[src/rtl/hex_display_regs.sv]
// Memory-mapped display register bank feeding SevenSegmentControl: four 16-bit
// registers, leading-zero blanking and a per-digit blink timer, all outputs registered.
module hex_display_regs #(
    parameter int unsigned BLINK_HALF = 25000000,
    parameter int unsigned CNT_W      = 25
) (
    input  logic        clock,
    input  logic        reset,
    input  logic        wr_en,
    input  logic        rd_en,
    input  logic [1:0]  addr,
    input  logic [15:0] wr_data,
    output logic [15:0] rd_data,
    output logic        rd_valid,
    output logic [3:0]  in7,
    output logic [3:0]  in6,
    output logic [3:0]  in5,
    output logic [3:0]  in4,
    output logic [3:0]  in3,
    output logic [3:0]  in2,
    output logic [3:0]  in1,
    output logic [3:0]  in0,
    output logic [7:0]  turn_on
);

    localparam logic [1:0]       ADDR_DATA_LO = 2'd0;
    localparam logic [1:0]       ADDR_DATA_HI = 2'd1;
    localparam logic [1:0]       ADDR_CTRL    = 2'd2;
    localparam logic [1:0]       ADDR_BMASK   = 2'd3;
    localparam logic [CNT_W-1:0] CNT_LAST     = CNT_W'(BLINK_HALF - 32'd1);

    logic [15:0]      data_lo_q, data_lo_d;
    logic [15:0]      data_hi_q, data_hi_d;
    logic [7:0]       en_mask_q, en_mask_d;
    logic             lzb_q, lzb_d;
    logic             blink_en_q, blink_en_d;
    logic [7:0]       blink_mask_q, blink_mask_d;
    logic [CNT_W-1:0] cnt_q, cnt_d;
    logic             phase_q, phase_d;
    logic [31:0]      nib_q, nib_d;
    logic [7:0]       turn_on_q, turn_on_d;
    logic [15:0]      rd_data_q, rd_data_d;
    logic             rd_valid_q, rd_valid_d;

    logic [31:0]      digits_s;
    logic [7:0]       lz_mask_s;
    logic             zero_above_s;
    logic [7:0]       blink_off_s;
    logic [15:0]      rd_mux_s;
    logic             wr_lo_s, wr_hi_s, wr_ctrl_s, wr_bmask_s;

    // Next-state logic: register writes, blink timer, display masks and read mux.
    always_comb begin
        wr_lo_s    = wr_en && (addr == ADDR_DATA_LO);
        wr_hi_s    = wr_en && (addr == ADDR_DATA_HI);
        wr_ctrl_s  = wr_en && (addr == ADDR_CTRL);
        wr_bmask_s = wr_en && (addr == ADDR_BMASK);

        data_lo_d    = wr_lo_s    ? wr_data        : data_lo_q;
        data_hi_d    = wr_hi_s    ? wr_data        : data_hi_q;
        en_mask_d    = wr_ctrl_s  ? wr_data[7:0]   : en_mask_q;
        lzb_d        = wr_ctrl_s  ? wr_data[8]     : lzb_q;
        blink_en_d   = wr_ctrl_s  ? wr_data[9]     : blink_en_q;
        blink_mask_d = wr_bmask_s ? wr_data[7:0]   : blink_mask_q;

        // While disabled the timer sits at count 0 / visible phase, so the
        // enabling edge always starts a full visible half-period.
        if (!blink_en_q) begin
            cnt_d   = {CNT_W{1'b0}};
            phase_d = 1'b1;
        end else if (cnt_q == CNT_LAST) begin
            cnt_d   = {CNT_W{1'b0}};
            phase_d = ~phase_q;
        end else begin
            cnt_d   = cnt_q + CNT_W'(1);
            phase_d = phase_q;
        end

        digits_s     = {data_hi_q, data_lo_q};
        lz_mask_s    = 8'hFF;
        zero_above_s = 1'b1;
        for (int i = 7; i >= 1; i--) begin
            zero_above_s = zero_above_s & (digits_s[i*4 +: 4] == 4'h0);
            lz_mask_s[i] = ~(lzb_q & zero_above_s);
        end

        blink_off_s = (blink_en_q && !phase_q) ? blink_mask_q : 8'h00;
        turn_on_d   = en_mask_q & lz_mask_s & ~blink_off_s;
        nib_d       = digits_s;

        case (addr)
            ADDR_DATA_LO: rd_mux_s = data_lo_q;
            ADDR_DATA_HI: rd_mux_s = data_hi_q;
            ADDR_CTRL:    rd_mux_s = {6'b000000, blink_en_q, lzb_q, en_mask_q};
            ADDR_BMASK:   rd_mux_s = {8'h00, blink_mask_q};
            default:      rd_mux_s = 16'h0000;
        endcase
        rd_data_d  = rd_en ? rd_mux_s : rd_data_q;
        rd_valid_d = rd_en;
    end

    // State and output registers with synchronous reset.
    always_ff @(posedge clock) begin
        if (reset) begin
            data_lo_q    <= 16'h0000;
            data_hi_q    <= 16'h0000;
            en_mask_q    <= 8'h00;
            lzb_q        <= 1'b0;
            blink_en_q   <= 1'b0;
            blink_mask_q <= 8'h00;
            cnt_q        <= {CNT_W{1'b0}};
            phase_q      <= 1'b1;
            nib_q        <= 32'h0000_0000;
            turn_on_q    <= 8'h00;
            rd_data_q    <= 16'h0000;
            rd_valid_q   <= 1'b0;
        end else begin
            data_lo_q    <= data_lo_d;
            data_hi_q    <= data_hi_d;
            en_mask_q    <= en_mask_d;
            lzb_q        <= lzb_d;
            blink_en_q   <= blink_en_d;
            blink_mask_q <= blink_mask_d;
            cnt_q        <= cnt_d;
            phase_q      <= phase_d;
            nib_q        <= nib_d;
            turn_on_q    <= turn_on_d;
            rd_data_q    <= rd_data_d;
            rd_valid_q   <= rd_valid_d;
        end
    end

    assign in0      = nib_q[3:0];
    assign in1      = nib_q[7:4];
    assign in2      = nib_q[11:8];
    assign in3      = nib_q[15:12];
    assign in4      = nib_q[19:16];
    assign in5      = nib_q[23:20];
    assign in6      = nib_q[27:24];
    assign in7      = nib_q[31:28];
    assign turn_on  = turn_on_q;
    assign rd_data  = rd_data_q;
    assign rd_valid = rd_valid_q;

endmodule
[config.mk]
export PLATFORM = sky130hd
export DESIGN_NAME = hex_display_regs
export DESIGN_NICKNAME = d
export VERILOG_FILES = /design/src/rtl/hex_display_regs.sv
export SDC_FILE = /design/constraint.sdc
export NUM_CORES = 1
export LEC_CHECK = 0
export BUFFER_PORTS_ARGS = -buffer_cell sky130_fd_sc_hd__buf_2
export CAP_MARGIN = 20
export CORE_MARGIN = 2
export CORE_UTILIZATION = 26
export CTS_CLUSTER_DIAMETER = 60
export CTS_CLUSTER_SIZE = 25
export DETAILED_ROUTE_END_ITERATION = 6
export PLACE_DENSITY_LB_ADDON = 0.15
export SYNTH_ARGS = -nofsm -noshare
export SYNTH_HDL_FRONTEND = slang
export SYNTH_SLANG_ARGS = --single-unit
export TNS_END_PERCENT = 10
[constraint.sdc]
create_clock -name clock -period 4.8 [get_ports clock]
set_input_delay 0.48 -clock clock [delete_from_list [all_inputs] [get_ports clock]]
set_output_delay 0.48 -clock clock [all_outputs]
set_load 0.05 [all_outputs]
Word level (Yosys, flattened, before mapping)
Cells that the tools add are included.
- flip-flop bits (word level): 133
- input bits: 22
- word-level logic and storage cells: 60
- bitwise operators: 25
- $add $sub $neg: 1
- reduce and logical (&&, ||, !) cells: 16
- multiplexer cells: 2
- equality and inequality tests: 4
- operator list (kind ; number):
    case mux 16 bit (4 select lines) ; 1
    logical NOT 4 bit ; 7
    adder 25 x 1 -> 25 bit, second input constant ; 1
    equality test 25 bit, second input constant ; 1
    bitwise AND 8 bit ; 2
    bitwise AND 1 bit ; 13
    NOT 1 bit ; 9
    two-way mux 8 bit ; 1
    NOT 8 bit ; 1
    logical AND 1 bit ; 5
    equality test 2 bit, second input constant ; 2
    OR reduction 3 bit ; 1
    equality test 2 x 1 -> 1 bit, second input constant ; 1
    logical NOT 2 bit ; 1
    OR reduction 2 bit ; 1
    logical NOT 1 bit ; 1

Longest topological paths before layout
Gate-level depths: netlist of run 1.
- depth in word-level cells: 11
- mapped depth: 6

Worst setup path after synthesis of run 1
OpenSTA, ideal clock, no wires.
- kind: reg2reg
- start point: register cnt_q[0]
- end point: register cnt_q[7]
- path slack: 2.945 ns
- data required time: 4.681 ns
- library setup time: 0.119 ns
- cell stages (with the launch flop): 7
- data arrival time: 1.736 ns
- path buffers: 1
- cells stage by stage: dfxtp_1 > ha_1 > nand2_1 > or2_2 > o31ai_1 > buf_2 > nor2_1
- cells in the longest elaborated chain, start to end: 2
- RTL lines (what ; RTL line ; source):
    from (decl) ; 38 ; logic [CNT_W-1:0] cnt_q, cnt_d;
    from (signal assigned) ; 111 ; cnt_q <= {CNT_W{1'b0}};
    from (signal assigned) ; 124 ; cnt_q <= cnt_d;
    branches (longest 2 deep; another with adder 25 x 1 -> 25 bit) ; -- ;
Several ways; the timed one is not identified.
A chain may end at the register's enable or synchronous reset.

Final worst setup path of run 1
- start point: register cnt_q[0]
- end point: register cnt_q[12]
The elaborated chain is that of the path after synthesis.

==> out/metrics.csv, run 1 <==
metric,value,unit
top_layer,met5,
cap_violations,0,
start_util,26.3,%
finalSetupViolCount,0,
p_leak,2.42,nW
r2r_start,cnt_q[0]$_SDFF_PP0_,
synth_simple_gate_area_share,23.9,%
clock_tree.root_cell,clkbuf_16,
drt_iter0_drc,228,
min_path_cells,3,
slew_headroom,31.7,%
worstPathMaxFanout,24,
tightestPinTransition,1.03,ns
grtUsageTotal,14.1,%
r2r_slack,2.62,ns
rows,51,
synth_common_cells,"133 x dfxtp_1, 84 x nand2_1, 60 x a21oi_1",
fin_nets,631,
reg2reg_depth,5,
status,completed,
crit_path_start,cnt_q[0]$_SDFF_PP0_,
dieArea,0.0206,mm2
slew_viol_final,0,
crit_required,5.06,ns
skew,0.00833,ns
cts_buffers,17,
cts_tree,done,
reg2reg_to,cnt_q[12]$_SDFF_PP0_,
first_global_vias,4094,
synth-edff-count,0,
drcViolationCount,0,
worstHoldStart,wr_data[10],
die_x,144,um
io_pins,79,
port_buffers,78,
crit_chain,"ha_1, nand2_1, or2_2, o31ai_4, nor2_1",
synth_xor_area_share,2.08,%
synth_top_family_by_area,simple AND/OR/NAND/NOR gates,
drt-vias-per-instance,4.55,
drive_above_1_share,22.1,%
grt_pass1_wl,22100,um
wl_per_cell,15.6,um
synth_seq_cells,133,
syn_to_final_growth,24.4,%
insertedDiodeCount,0,
synth-seq-area-share,52.6,%
finalCritPeriodShare,45.4,%
overflow,0,
power_density,425,mW/mm2
ys.flop_type,dfxtp_1,
antenna_found_initial,1,
wl_met2,6600,um
post-cts-setup-buffers,0,
worstHoldPathType,in -> reg,
avgSynthCellArea,9.34,um2
wirelength,13800,um
cts_hold_buf,0,
syn_nets,565,
clockBufferDepth,2,
synth_fa_ha_area_share,0.247,%
detailroute.via_count,4023,
critical_path.max_stage_delay,0.87,ns
cts_resized,0,
place_congestion,0.765,
h-tree-depth,4,
yosysTopAreaCellShare,52.6,%
max_freq,0.459,GHz
firstDrtPassIters,6,
synth_area_leaders,"dfxtp_1 53%, nand2_1 6.2%, a21oi_1 5.9%",
wl_met3,557,um
place_hpwl,9360,um
worstHoldEndpoint,data_lo_q[10]$_SDFFE_PP0P_,
dieHeight,144,um
core,0.0193,mm2
yosysMostFrequentCell,dfxtp_1,
grt_max_degree,90,
cp_slowest_cell,o31ai_4,
post-route-util,32.7,%
tns,0,ns
clk_pin_slew_worst_paths,0.06,ns
finalHoldViolCount,0,
synth_area,0.00506,mm2
synthMuxAreaShare,8.46,%
rsz0062_at_grt,no,
final.min_clock_period,2.18,ns
wl_met1,6390,um
ys_async_sr_fraction,0,%
clkSinkCount,133,
arrival,2.44,ns
endpoint_kind,register,
ys_warn_count,0,
antenna_left,0,
syn_inst,542,
clk_latency,0.42,ns
cp-start-kind,register,
synth_compound_gate_area_share,9.25,%
critical_path_class,reg -> reg,
ir_drop,211,uV
yosysTopAreaCell,dfxtp_1,
netlist-cell-type-count,43,
## per-stage QoR
| stage | hold WS (ns) | setup slack [ns] | cells | instance area (um2) | power (mW) |
|---|---|---|---|---|---|
| 6_report | 0.316 | 2.62 | 885 | 6300 | 2.68 |
| 4_1_cts | 0.289 | 2.57 | 885 | 6300 | 2.71 |
| 3_5_place_dp | 0.453 | 2.41 | 854 | 5670 | 1.32 |
| 2_1_floorplan | 0.420 | 2.94 | 542 | 5060 | 1.27 |
| 5_1_grt | 0.307 | 2.36 | 885 | 6300 | 2.77 |
| 3_3_place_gp | 0.442 | 2.54 | 854 | 5670 | 1.32 |
## where the power goes
part	switching [mW]	leakage (nW)	total [mW]	internal, mW
Sequential	0.0172	1.08	1.15	1.13
Combinational	0.107	1.04	0.153	0.0463
Clock	0.495	0.307	1.38	0.882
## worst max-delay path, delay by kind of cell, from the launching register on
family | cells | cell delay (ns)
compound gates | 1 | 0.87
flops | 1 | 0.36
fa+ha+maj | 1 | 0.25
simple gates | 3 | 0.54
## registers in the layout, summed over array words and instances (netlist names)
signal,count
nib_q,32
data_lo_q,16
phase_q,1
rd_data,16
blink_mask_q,8
lzb_q,1
turn_on,8
data_hi_q,16
cnt_q,25
rd_valid,1
en_mask_q,8
blink_en_q,1
## cell usage in the layout, fill, tap and decap left out, types with 4 or more instances in the layout
cell type	instances
dfxtp_1	133
nand2_1	84
buf_2	77
a21oi_1	60
nor2b_1	43
nor2_1	42
nand3_1	20
mux2i_1	18
clkbuf_16	17
xnor2_1	8
inv_1	8
mux4_2	8
or4_1	7
o31ai_1	7
nor3_1	6
nand4_1	6
nor4_1	6
mux2_2	6
o21ai_0	5
xor2_1	4
or4_4	4
clkinv_4	4
bufinv_16	4
## how the worst max path moves through the flow
stage / to
after floorplan: cnt_q[7]$_SDFF_PP0_
after global placement: en_mask_q[7]$_SDFFE_PP0P_
after detailed placement: en_mask_q[2]$_SDFFE_PP0P_
after CTS: cnt_q[3]$_SDFF_PP0_
after global routing: cnt_q[12]$_SDFF_PP0_
final: cnt_q[12]$_SDFF_PP0_
## logic make-up (layout without fill, tap and decap cells)
family | after synthesis | after routing
AO/OA/AOI/OAI | 83 | 83
flip-flops | 133 | 133
AND/OR/NAND/NOR | 240 | 240
multiplexers | 32 | 32
XOR/XNOR | 12 | 12
adder cells (fa/ha/maj) | 1 | 1
buffers and inverters | 41 | 119
## per-layer routing
layer	vias up	global-route usage, %
met1	1910	17.7
met5	-	0
met4	2	4.70
met2	87	22.6
li1	2006	-
met3	18	5.13
## layout make-up
class,count,area [um2]
Sequential cell,133,2660
Tap cell,265,332
Clock inverter,12,179
Inverter,8,30.0
Timing Repair Buffer,80,408
Fill cell,2058,13000
Multi-Input combinational cell,368,2240
Clock buffer,19,443
Note: power is estimated with default switching activity, not from simulation.
==> inputs of run 2 (changes only) <==
Settings changed: ABC_AREA set to 1.
Clock period 4.8 ns to 2.05 ns, I/O delays scaled along.
==> out/metrics.csv, run 2 <==
metric,value,unit,change
yosysTopAreaCellShare,51.5,%,was 52.6%
synth-edff-count,0,,unchanged
wl_per_cell,14.8,um,was 15.6 um
grt_pass1_wl,24300,um,"was 22,100 um"
place_hpwl,11100,um,was 9360 um
synth_area,0.00517,mm2,was 0.00506 mm2
ys_async_sr_fraction,0,%,unchanged
port_buffers,78,,unchanged
drt-vias-per-instance,4.34,,was 4.55
start_util,26.6,%,was 26.3%
cts_resized,0,,unchanged
grt_max_degree,48,,was 90
drive_above_1_share,15.7,%,was 22.1%
detailroute.via_count,4519,,"was 4,023"
cts_hold_buf,0,,unchanged
cap_violations,0,,unchanged
worstPathMaxFanout,25,,was 24
netlist-cell-type-count,31,,was 43
synth_common_cells,"133 x dfxtp_1, 112 x nand2_1, 111 x nor2_1",,"was 133 x dfxtp_1, 84 x nand2_1, 60 x a21oi_1"
grtUsageTotal,15.1,%,was 14.1%
layout_commonest_cell,dfxtp_1,,unchanged
arrival,1.96,ns,was 2.44 ns
cp-start-kind,register,,unchanged
finalPower,6.20,mW,was 2.68 mW
reg2reg_depth,8,,was 5
overflow,0,,unchanged
crit_required,2.35,ns,was 5.06 ns
synth_seq_cells,133,,unchanged
synth-seq-area-share,51.5,%,was 52.6%
fin_nets,787,,was 631
dieHeight,145,um,was 144 um
clkSinkCount,133,,unchanged
cts_tree,done,,unchanged
slew_headroom,65.9,%,was 31.7%
dpl-instance-area,0.00585,mm2,was 0.00567 mm2
tns,0,ns,unchanged
cp_slowest_cell,dfxtp_1,,was o31ai_4
io_pins,79,,unchanged
drt_iter0_drc,299,,was 228
fin_cells,1042,,was 885
place_inst,1010,,was 854
antenna_left,0,,unchanged
syn_to_final_growth,24.0,%,was 24.4%
firstDrtPassIters,4,,was 6
rows,51,,unchanged
core,0.0195,mm2,was 0.0193 mm2
clk_latency,0.42,ns,about the same
endpoint_kind,register,,unchanged
regMostFlops,nib_q,,unchanged
yosysTopAreaCell,dfxtp_1,,unchanged
max_freq,0.601,GHz,was 0.459 GHz
critical_path.max_stage_delay,0.41,ns,was 0.87 ns
synth_area_leaders,"dfxtp_1 52%, nand2_1 8.1%, nor2_1 8.1%",,"was dfxtp_1 53%, nand2_1 6.2%, a21oi_1 5.9%"
syn_nets,707,,was 565
tightestPinTransition,0.508,ns,was 1.03 ns
largest_register_ffs,32,,unchanged
dieArea,0.0210,mm2,was 0.0206 mm2
final.min_clock_period,1.66,ns,was 2.18 ns
crit_chain,"ha_1, nand2_2, nor2_4, nand3_1, nor2_1, nand2_1, nand2_4, nor2_1",,"was ha_1, nand2_1, or2_2, o31ai_4, nor2_1"
critical_path_class,reg -> reg,,unchanged
post-cts-setup-buffers,0,,unchanged
syn_inst,684,,was 542
skew,0.00596,ns,was 0.00833 ns
h-tree-depth,4,,unchanged
min_path_cells,3,,unchanged
ir_drop,501,uV,was 211 uV
ys_warn_count,0,,unchanged
ys.flop_type,dfxtp_1,,unchanged
worst-path-stages,8,,was 5
insertedDiodeCount,0,,unchanged
cts_buffers,17,,unchanged
die_x,145,um,was 144 um
cp_num_buf_inv,0,,unchanged
post-route-util,32.9,%,was 32.7%
path_delay_family,simple AND/OR/NAND/NOR gates,,was compound AO/OA/AOI/OAI gates
layout_common_cells,"133 x dfxtp_1, 112 x nand2_1, 111 x nor2_1",,"was 133 x dfxtp_1, 84 x nand2_1, 77 x buf_2"
worstHoldPathType,in -> reg,,unchanged
clock_tree.root_cell,clkbuf_16,,unchanged
reg_top3,"nib_q: 32 flops, cnt_q: 25 flops",,unchanged
clk_pin_slew_worst_paths,0.06,ns,about the same
status,completed,,unchanged
antenna_found_initial,0,,was 1
fin_area,0.00641,mm2,was 0.00630 mm2
finalSetupViolCount,0,,unchanged
wirelength,15400,um,"was 13,800 um"
avgSynthCellArea,7.55,um2,was 9.34 um2
cpMostUsedCell,nor2_1,,
power_density,968,mW/mm2,was 425 mW/mm2
p_leak,2.51,nW,was 2.42 nW
finalHoldViolCount,0,,unchanged
place_congestion,0.792,,was 0.765
first_global_vias,4352,,"was 4,094"
clockBufferDepth,2,,unchanged
finalCritPeriodShare,81.2,%,was 45.4%
yosysMostFrequentCell,dfxtp_1,,unchanged
drcViolationCount,0,,unchanged
slew_viol_final,0,,unchanged
rsz0062_at_grt,no,,unchanged
==> run 2: cells by family (layout without fill, tap and decap cells) <==
group,Yosys count,count (layout),share of synthesized area (%)
AO/OA/AOI/OAI,156,156,16.4
adder cells (fa/ha/maj),1,1,0.242
AND/OR/NAND/NOR,273,273,21.7
buffers and inverters,112,205,8.62
XOR/XNOR,9,9,1.53
flip-flops,133,133,51.5
==> run 2: where the power goes <==
part	leakage [nW]	switching [mW]	internal, mW
sequential	1.08	0.0448	2.68
combinational	1.16	0.404	0.130
clock	0.271	1.13	1.81
total	2.51	1.58	4.62
==> run 2: worst paths after layout <==
| kind | to | slack [ns] | from |
|---|---|---|---|
| max | cnt_q[19]$_SDFF_PP0_ | 0.39 | cnt_q[0]$_SDFF_PP0_ |
| min | blink_mask_q[3]$_SDFFE_PP0P_ | 0.10 | wr_data[3] |
| min reg2reg | nib_q[0]$_SDFF_PP0_ | 0.45 | data_lo_q[0]$_SDFFE_PP0P_ |
| max reg2reg | cnt_q[19]$_SDFF_PP0_ | 0.39 | cnt_q[0]$_SDFF_PP0_ |
==> run 2: routing by layer <==
metal / share of wire [%] / global-route usage (%) / wire, um
met1: 54 / 21.8 / 8280
met5: 0 / 0 / 0
met2: 42 / 21.8 / 6450
met4: 0.84 / 5.35 / 129
met3: 3.4 / 3.33 / 518
==> run 2: through the flow <==
stage / setup WS [ns] / hold slack (ns)
2_1_floorplan: 0.593 / 0.370
3_3_place_gp: 0.405 / 0.451
3_5_place_dp: 0.377 / 0.449
4_1_cts: 0.366 / 0.0799
5_1_grt: 0.195 / 0.0949
6_report: 0.386 / 0.102
==> run 2: final cells by class <==
cell class / instances / area (um2)
fill: 2124 / 13100
sequential: 133 / 2660
multi-input combinational: 439 / 2060
timing repair buffer: 87 / 470
clock buffer: 23 / 458
tap: 265 / 332
inverter: 86 / 323
clock inverter: 9 / 104
==> run 2: worst register-to-register path: stages, from the launching register on <==
cell     delay, ns
dfxtp_1       0.41
ha_1          0.24
nand2_2       0.08
nor2_4        0.12
nand3_1       0.08
nor2_1        0.13
nand2_1       0.11
nand2_4       0.26
nor2_1        0.10
==> inputs of run 3 (changes only) <==
Clock period 2.05 ns to 1.53 ns, I/O delays scaled along.
==> out/metrics.csv, run 3 (same netlist as run 2, synthesis figures left out) <==
metric,value,unit,change
cts_hold_buf,0,,unchanged
ir_drop,687,uV,was 501 uV
cp-start-kind,register,,unchanged
crit_required,1.83,ns,was 2.35 ns
grt_max_degree,65,,was 48
cts_tree,done,,unchanged
io_pins,79,,unchanged
clkSinkCount,133,,unchanged
skew,0.00885,ns,was 0.00596 ns
drcViolationCount,0,,unchanged
antenna_found_initial,0,,unchanged
reg2reg_to,cnt_q[15]$_SDFF_PP0_,,was cnt_q[19]$_SDFF_PP0_
slew_viol_final,0,,unchanged
die_x,145,um,unchanged
rsz0062_at_grt,yes,,was no
finalHoldViolCount,0,,unchanged
grtUsageTotal,15.5,%,was 15.1%
endpoint_kind,register,,unchanged
tns,0,ns,unchanged
finalCritPeriodShare,94.0,%,was 81.2%
grt_pass1_wl,25000,um,"was 24,300 um"
cts_buffers,17,,unchanged
fillers,2099,,"was 2,124"
reg2reg_depth,9,,was 8
firstDrtPassIters,5,,was 4
regMostFlops,nib_q,,unchanged
antenna_left,0,,unchanged
syn_to_final_growth,29.8,%,was 24.0%
place_hpwl,11700,um,"was 11,100 um"
status,completed,,unchanged
layout_common_cells,"133 x dfxtp_1, 111 x nand2_1, 108 x nor2_1",,"was 133 x dfxtp_1, 112 x nand2_1, 111 x nor2_1"
r2r_slack,0.09,ns,was 0.39 ns
min_path_cells,3,,unchanged
place_congestion,0.793,,was 0.792
fin_nets,821,,was 787
slew_headroom,64.6,%,was 65.9%
worstHoldPathType,in -> reg,,unchanged
dieArea,0.0210,mm2,unchanged
worstPathMaxFanout,16,,was 25
clk_pin_slew_worst_paths,0.06,ns,about the same
reg_top3,"nib_q: 32 flops, cnt_q: 25 flops",,unchanged
clockBufferDepth,2,,unchanged
overflow,0,,unchanged
worstHoldStart,wr_data[10],,was wr_data[3]
p_leak,2.68,nW,was 2.51 nW
dieHeight,145,um,unchanged
arrival,1.74,ns,was 1.96 ns
clock_tree.root_cell,clkbuf_16,,unchanged
drt_iter0_drc,293,,was 299
core,0.0195,mm2,unchanged
power_density,1250,mW/mm2,was 968 mW/mm2
wirelength,15800,um,"was 15,400 um"
critical_path_class,reg -> reg,,unchanged
drive_above_1_share,20.2,%,was 15.7%
port_buffers,78,,unchanged
finalSetupViolCount,0,,unchanged
r2r_start,cnt_q[1]$_SDFF_PP0_,,was cnt_q[0]$_SDFF_PP0_
first_global_vias,4512,,"was 4,352"
largest_register_ffs,32,,unchanged
clk_latency,0.42,ns,about the same
wl_per_cell,14.7,um,was 14.8 um
layout_commonest_cell,dfxtp_1,,unchanged
tightestPinTransition,0.529,ns,was 0.508 ns
drt-vias-per-instance,4.33,,was 4.34
insertedDiodeCount,0,,unchanged
final.min_clock_period,1.44,ns,was 1.66 ns
rows,51,,unchanged
detailroute.via_count,4655,,"was 4,519"
setup_ws,0.0912,ns,was 0.386 ns
post-place-ws,0.0669,ns,was 0.377 ns
start_util,26.6,%,unchanged
max_freq,0.695,GHz,was 0.601 GHz
post-cts-setup-buffers,0,,unchanged
cap_violations,0,,unchanged
worstHoldEndpoint,data_hi_q[10]$_SDFFE_PP0P_,,was blink_mask_q[3]$_SDFFE_PP0P_
h-tree-depth,4,,unchanged
==> run 3: changes by cell type in the layout (fill, tap and decap cells not counted), sizes merged <==
cell / delta
clkbuf: -5
buf: +34
clkinv: +2
clkinvlp: +2
==> run 3: repair_timing <==
| action | CTS | global route |
|---|---|---|
| resized for setup | 0 | 5 |
| setup endpoints to repair | 0 | 25 |
| endpoints found under the hold margin | 0 | 0 |
==> run 3: critical path, stage by stage (launching register included) <==
cell     delay, ns
dfxtp_1       0.34
ha_2          0.20
nand2_2       0.07
nor2_4        0.11
nand3_1       0.10
nor2_2        0.13
nand2_2       0.09
nand2_4       0.09
buf_12        0.15
a21oi_1       0.05
==> run 3: area by class of cell <==
type | instances | area (um2) | area share (%)
clock buffers | 18 | 429 | 6.40
clock inverters | 13 | 136 | 2.03
inverters | 86 | 323 | 4.81
multi-input cells | 439 | 2070 | 30.9
flip-flops and latches | 133 | 2660 | 39.7
well taps | 265 | 332 | 4.94
repair buffers | 121 | 751 | 11.2
==> run 3: routing by layer <==
metal / vias to the layer above / global-route usage, % / share of wire, %
met5: - / 0 / 0
met4: 0 / 4.70 / 1.4
met3: 13 / 4.28 / 4.5
met2: 101 / 22.3 / 43
met1: 2102 / 22.3 / 51
li1: 2439 / - / -
==> run 3: how the worst max path moves through the flow <==
stage / slack, ns / start / endpoint / cells past startpoint
floorplan: 0.07 / cnt_q[0]$_SDFF_PP0_ / cnt_q[16]$_SDFF_PP0_ / 9
global placement: 0.08 / cnt_q[0]$_SDFF_PP0_ / cnt_q[19]$_SDFF_PP0_ / 9
detailed placement: 0.07 / cnt_q[1]$_SDFF_PP0_ / cnt_q[20]$_SDFF_PP0_ / 9
CTS: 0.05 / cnt_q[1]$_SDFF_PP0_ / cnt_q[21]$_SDFF_PP0_ / 9
global route: -0.04 / cnt_q[1]$_SDFF_PP0_ / cnt_q[21]$_SDFF_PP0_ / 9
finish: 0.09 / cnt_q[1]$_SDFF_PP0_ / cnt_q[15]$_SDFF_PP0_ / 9
==> run 3: metrics by stage <==
step	hold WS (ns)	cells	instance area (um2)	power, mW	util [%]
2_1_floorplan	0.318	684	5170	4.20	-
5_1_grt	0.0478	1075	6710	8.72	34.5
6_report	0.0437	1075	6710	8.37	34.5
4_1_cts	0.0327	1075	6690	8.46	34.4
3_3_place_gp	0.448	1044	6130	4.49	31.5
3_5_place_dp	0.445	1044	6130	4.49	31.5
==> run 3: where the power goes <==
| group | switching, mW | total (mW) | internal (mW) | leakage (nW) |
|---|---|---|---|---|
| Sequential | 0.0603 | 3.65 | 3.59 | 1.08 |
| Combinational | 0.547 | 0.755 | 0.209 | 1.33 |
| Clock | 1.59 | 3.97 | 2.38 | 0.268 |
